`src/rtl/active_device_monitor_n_if.sv`:
```
`default_nettype none
// +----------------------------------------------------------------------------+
// | active_device_monitor_n_if : event lanes in, count/flags/alarm out          |
// | Optional peak_out when ACTIVE_MON_PEAK_EN is defined.   Rev 1.0             |
// +----------------------------------------------------------------------------+
interface active_device_monitor_n_if #(
    parameter int WIDTH = 8,
    parameter int N_CH  = 4
);
    logic [N_CH-1:0]  change;
    logic [N_CH-1:0]  on_off;
    logic             clr_flags;
    logic [WIDTH-1:0] counter_out;
    logic             ovf;
    logic             udf;
    logic             alarm;
`ifdef ACTIVE_MON_PEAK_EN
    logic [WIDTH-1:0] peak_out;

    modport master (output change, on_off, clr_flags,
                    input  counter_out, ovf, udf, alarm, peak_out);
    modport slave  (input  change, on_off, clr_flags,
                    output counter_out, ovf, udf, alarm, peak_out);
`else
    modport master (output change, on_off, clr_flags,
                    input  counter_out, ovf, udf, alarm);
    modport slave  (input  change, on_off, clr_flags,
                    output counter_out, ovf, udf, alarm);
`endif
endinterface
`default_nettype wire

```
`src/rtl/active_device_monitor_n.sv`:
```
`default_nettype none
// +----------------------------------------------------------------------------+
// | active_device_monitor_n : N-lane active device counter, sticky ovf/udf,    |
// | hysteresis alarm; peak_out high-water mark under ACTIVE_MON_PEAK_EN. Rev 1.0|
// +----------------------------------------------------------------------------+
module active_device_monitor_n #(
    parameter int WIDTH     = 8,
    parameter int N_CH      = 4,
    parameter int SATURATE  = 1,
    parameter int HI_THRESH = 10,
    parameter int LO_THRESH = 5
) (
    input  logic                        clk,
    input  logic                        rst,
    active_device_monitor_n_if.slave    bus
);
    localparam int CNT_W = $clog2(N_CH + 1);
    localparam int SUM_W = WIDTH + $clog2(N_CH) + 2;
    localparam logic [WIDTH-1:0] C_MAX = {WIDTH{1'b1}};
    localparam logic [WIDTH-1:0] C_HI  = WIDTH'(HI_THRESH);
    localparam logic [WIDTH-1:0] C_LO  = WIDTH'(LO_THRESH);

    logic [WIDTH-1:0]        count_q, count_d;
    logic                    ovf_q, ovf_d;
    logic                    udf_q, udf_d;
    logic                    alarm_q, alarm_d;
    logic [CNT_W-1:0]        w_up, w_dn;
    logic signed [SUM_W-1:0] w_sum;
    logic                    w_neg, w_over;

    always_comb begin
        w_up = '0;
        w_dn = '0;
        for (int i = 0; i < N_CH; i++) begin
            w_up = w_up + CNT_W'(bus.change[i] &  bus.on_off[i]);
            w_dn = w_dn + CNT_W'(bus.change[i] & ~bus.on_off[i]);
        end
        w_sum  = SUM_W'(count_q) + SUM_W'(w_up) - SUM_W'(w_dn);
        w_neg  = w_sum[SUM_W-1];
        // Headroom bits above WIDTH set on a non-negative sum mean it exceeded MAX.
        w_over = ~w_neg & (|w_sum[SUM_W-2:WIDTH]);
    end

    generate
        if (SATURATE != 0) begin : g_sat
            always_comb begin
                count_d = w_sum[WIDTH-1:0];
                if (w_over)
                    count_d = C_MAX;
                else if (w_neg)
                    count_d = '0;
            end
        end else begin : g_wrap
            assign count_d = w_sum[WIDTH-1:0];
        end
    endgenerate

    always_comb begin
        alarm_d = alarm_q;
        if (count_d >= C_HI)
            alarm_d = 1'b1;
        else if (count_d <= C_LO)
            alarm_d = 1'b0;
        // A fresh overflow/underflow beats a simultaneous clear.
        ovf_d = w_over | (ovf_q & ~bus.clr_flags);
        udf_d = w_neg  | (udf_q & ~bus.clr_flags);
    end

    always_ff @(posedge clk) begin
        if (rst) begin
            count_q <= '0;
            ovf_q   <= 1'b0;
            udf_q   <= 1'b0;
            alarm_q <= 1'b0;
        end else begin
            count_q <= count_d;
            ovf_q   <= ovf_d;
            udf_q   <= udf_d;
            alarm_q <= alarm_d;
        end
    end

`ifdef ACTIVE_MON_PEAK_EN
    logic [WIDTH-1:0] peak_q, peak_d;

    always_comb begin
        peak_d = peak_q;
        if (bus.clr_flags)
            peak_d = count_d;
        else if (count_d > peak_q)
            peak_d = count_d;
    end

    always_ff @(posedge clk) begin
        if (rst)
            peak_q <= '0;
        else
            peak_q <= peak_d;
    end

    assign bus.peak_out = peak_q;
`endif

    assign bus.counter_out = count_q;
    assign bus.ovf         = ovf_q;
    assign bus.udf         = udf_q;
    assign bus.alarm       = alarm_q;
endmodule
`default_nettype wire

```
`src/flat_wrapper.sv`:
```
// flat-port wrapper written by rule: the top's interface ports become plain ports
module active_device_monitor_n_flat 
#(
    parameter int WIDTH     = 8,
    parameter int N_CH      = 4,
    parameter int SATURATE  = 1,
    parameter int HI_THRESH = 10,
    parameter int LO_THRESH = 5
)
  (clk, rst, bus_change, bus_on_off, bus_clr_flags, bus_counter_out, bus_ovf, bus_udf, bus_alarm);
  active_device_monitor_n_if #(.WIDTH(WIDTH), .N_CH(N_CH)) bus_i ();
  input  logic clk;
  input  logic rst;
  input wire logic [$bits(bus_i.change)-1:0] bus_change;
  input wire logic [$bits(bus_i.on_off)-1:0] bus_on_off;
  input wire logic [$bits(bus_i.clr_flags)-1:0] bus_clr_flags;
  output wire logic [$bits(bus_i.counter_out)-1:0] bus_counter_out;
  output wire logic [$bits(bus_i.ovf)-1:0] bus_ovf;
  output wire logic [$bits(bus_i.udf)-1:0] bus_udf;
  output wire logic [$bits(bus_i.alarm)-1:0] bus_alarm;
  assign bus_i.change = bus_change;
  assign bus_i.on_off = bus_on_off;
  assign bus_i.clr_flags = bus_clr_flags;
  assign bus_counter_out = bus_i.counter_out;
  assign bus_ovf = bus_i.ovf;
  assign bus_udf = bus_i.udf;
  assign bus_alarm = bus_i.alarm;
  active_device_monitor_n #(.WIDTH(WIDTH), .N_CH(N_CH), .SATURATE(SATURATE), .HI_THRESH(HI_THRESH), .LO_THRESH(LO_THRESH)) u_core (.clk(clk), .rst(rst), .bus(bus_i));
endmodule
```
`config.mk`:
```
export PLATFORM = sky130hd
export DESIGN_NAME = active_device_monitor_n_flat
export DESIGN_NICKNAME = d
export VERILOG_FILES = /design/src/rtl/active_device_monitor_n_if.sv /design/src/rtl/active_device_monitor_n.sv /design/src/flat_wrapper.sv
export SDC_FILE = /design/constraint.sdc
export NUM_CORES = 1
export LEC_CHECK = 0
export CORE_ASPECT_RATIO = 0.8
export CORE_UTILIZATION = 50
export DETAILED_ROUTE_END_ITERATION = 7
export GPL_ROUTABILITY_DRIVEN = 0
export GPL_TIMING_DRIVEN = 0
export HOLD_SLACK_MARGIN = 0.15
export PLACE_DENSITY = 0.74
export SYNTH_ARGS = -nofsm -noshare
export SYNTH_HDL_FRONTEND = slang
export SYNTH_SLANG_ARGS = --single-unit
```
`constraint.sdc`:
```
create_clock -name clk -period 4.9 [get_ports clk]
set_clock_uncertainty 0.1 [all_clocks]
set_input_delay 0.49 -clock clk [delete_from_list [all_inputs] [get_ports clk]]
set_output_delay 0.49 -clock clk [all_outputs]
set_load 0.01 [all_outputs]
```
==> metrics.yaml <==
track_usage_pct: 24.0
period_needed_ns: 4.53
status: "finished, final reports clean"
wl_per_cell_um: 14.0
cts_tree: "done"
clk_pin_slew_ns: 0.07
syn2layout_area_growth_pct: 25.4
post-route-util_pct: 68.7
dp_slack_ns: 0.0912
nFillCells: 170
place_area_um2: 1300
ys_types: 39
yosysSeqAreaShare_pct: 20.9
grt_max_degree: 10
grt_pass1_vias: 875
grt_antenna_before_repair: 0
fmax_ghz: 0.221
hold_violations: 0
firstDrtPassIters: 4
power.density_nw_per_um2: 581
dr_total_vias: 978
numClockSinks: 11
n_antenna_cell: 0
post-route-period-util_pct: 92.5
synth-warning-count: 0
dp.final_hpwl_um: 2070
ys_ff_latch: 11
drv_slew: 0
start_util_pct: 54.8
drt_wl_total_um: 2470
hp-class: "reg -> reg"
die_h_um: 43.1
peakVddDrop_mv: 0.420
netlist_area_um2: 1060
crit_fanout: 9
worst_slack_ns: 0.369
maxCapViolations: 0
critPathArrivalTime_ns: 4.57
async_flop_share_pct: 0
core_um2: 1930
p_leak_nw: 0.603
synthCells: 127
met3_usage_pct: 3.58
synth_top_flop_cell: "dfxtp_1"
critPathLaunchType: "input port"
cts_setup_buffers: 0
grt_use_met2_pct: 32.5
detail-route-antenna-nets: 0
die_w_um: 53.4
cp_data_required_time_ns: 4.94
cts_resized: 0
setup_viol: 0
final_layout_size_suffix_gt1_share_pct: 7.89
rows: 14
worst_slew_pin_slew_ns: 0.514
cts_buffers: 3
timing_worst_setup_path_type: "in -> reg"
syn_avg_cell_area_um2: 8.32
stdcell_area_um2: 1320
rsz0062_at_grt: "no"
grt_overflow: 0
clockBufferDepth: 2
pin_count: 22
grt_pass1_wl_um: 3970
htreeDepth: 1
viasPerCell: 5.56
cts_root_buf: "clkbuf_4"
crit_path_end_kind: "flop"
nNetsFinal: 178
relSlewSlack_pct: 65.3
first_iter_violations: 40
clk_latency_ns: 0.27
ctsHoldBuffers: 0
drc_errors: 0
syn_nets: 152
synth-edff-count: 0
setup_tns_ns: 0
grtUsageMet1_pct: 38.7
port_buffers: 21
busiest_layer: "met1"
dieArea_um2: 2300
-- layer usage --
layer | share of wire (%) | routed length (µm)
met1 | 53 | 1320
met3 | 4.8 | 119
met4 | 0.61 | 15
met5 | 0 | 0
met2 | 41 | 1020
-- critical path, cell delays in order --
cell             delay [ns]
clkdlybuf4s50_1        0.48
nand2_1                0.08
fa_1                   0.54
inv_1                  0.04
ha_1                   0.18
ha_1                   0.31
fa_1                   0.49
xor2_1                 0.19
ha_1                   0.36
a21oi_1                0.15
nand2_1                0.14
a211oi_1               0.39
nand3_1                0.21
nand2b_1               0.12
clkbuf_1               0.32
a41oi_1                0.08
-- registers in the layout (all words and copies together) (netlist names) --
name	count
u_core.bus.counter_out	8
u_core.bus.alarm	1
u_core.bus.ovf	1
u_core.bus.udf	1
-- layout by cell type (no fill, tap or decap), types with 2 or more instances in the layout --
master,count
ha_1,10
and3_1,2
nand4_1,2
o21ai_0,4
xor2_1,4
and2_1,3
a21o_1,4
nor2b_1,3
nor2_1,10
clkdlybuf4s50_1,21
inv_1,9
fa_1,4
dfxtp_1,11
nand3_1,5
a21oi_1,12
buf_2,2
nand2b_1,6
a211oi_1,3
xnor2_1,3
clkbuf_4,3
nand2_1,10
-- per-stage QoR --
stage               hold WS, ns  power, mW  instances
floorplan                 0.387      0.536        127
finish                    0.384      0.769        176
detailed placement        0.369      0.702        172
global route              0.418      0.836        176
global placement          0.367      0.689        172
CTS                       0.384      0.768        176
-- cells in the mapped netlist, types with 2 or more instances --
| cell type | instances | area (µm²) |
|---|---|---|
| o21ai_0 | 4 | 20.0 |
| nor2b_1 | 3 | 18.8 |
| a21o_1 | 4 | 30.0 |
| and2_1 | 3 | 18.8 |
| xor2_1 | 4 | 35.0 |
| dfxtp_1 | 11 | 220 |
| nand4_1 | 2 | 12.5 |
| and3_1 | 2 | 12.5 |
| nand2b_1 | 6 | 37.5 |
| buf_2 | 2 | 10.0 |
| inv_1 | 9 | 33.8 |
| xnor2_1 | 3 | 26.3 |
| nand3_1 | 5 | 25.0 |
| ha_1 | 10 | 125 |
| nor2_1 | 10 | 37.5 |
| nand2_1 | 10 | 37.5 |
| a21oi_1 | 12 | 60.1 |
| a211oi_1 | 3 | 22.5 |
| fa_1 | 4 | 80.1 |
-- kinds of logic after synthesis --
kind of cell             synth area share (%)
AO/OA/AOI/OAI                            24.9
AND/OR/NAND/NOR                          23.6
multiplexers                            0.948
XOR/XNOR                                 5.81
flip-flops                               20.9
buffers and inverters                    4.50
adder cells (fa/ha/maj)                  19.4
-- where the power goes --
| group | total [mW] | switching, mW | internal (mW) |
|---|---|---|---|
| clock network | 0.0619 | 0.0316 | 0.0303 |
| registers | 0.159 | 0.0324 | 0.126 |
| logic | 0.549 | 0.301 | 0.248 |
-- layout make-up --
class	instances	area [µm²]	area share (%)
multi-input combinational	104	788	59.5
buffer	3	13.8	1.04
timing repair buffer	21	210	15.9
tap	24	30.0	2.27
inverter	9	33.8	2.55
clock buffer	3	22.5	1.70
sequential	11	220	16.6
clock inverter	1	5.00	0.378
-- worst paths after layout --
path	start	end	slack, ns	depth (start not counted)
worst max register to register	u_core.bus.counter_out[0]$_SDFF_PP0_	u_core.bus.alarm$_SDFFE_PP0P_	1.69	11
worst min register to register	u_core.bus.udf$_SDFF_PP0_	u_core.bus.udf$_SDFF_PP0_	0.38	2
worst min-delay path	u_core.bus.udf$_SDFF_PP0_	u_core.bus.udf$_SDFF_PP0_	0.38	2
worst max-delay path	bus_change[3]	u_core.bus.alarm$_SDFFE_PP0P_	0.37	16
(Power assumes the default switching activity.)
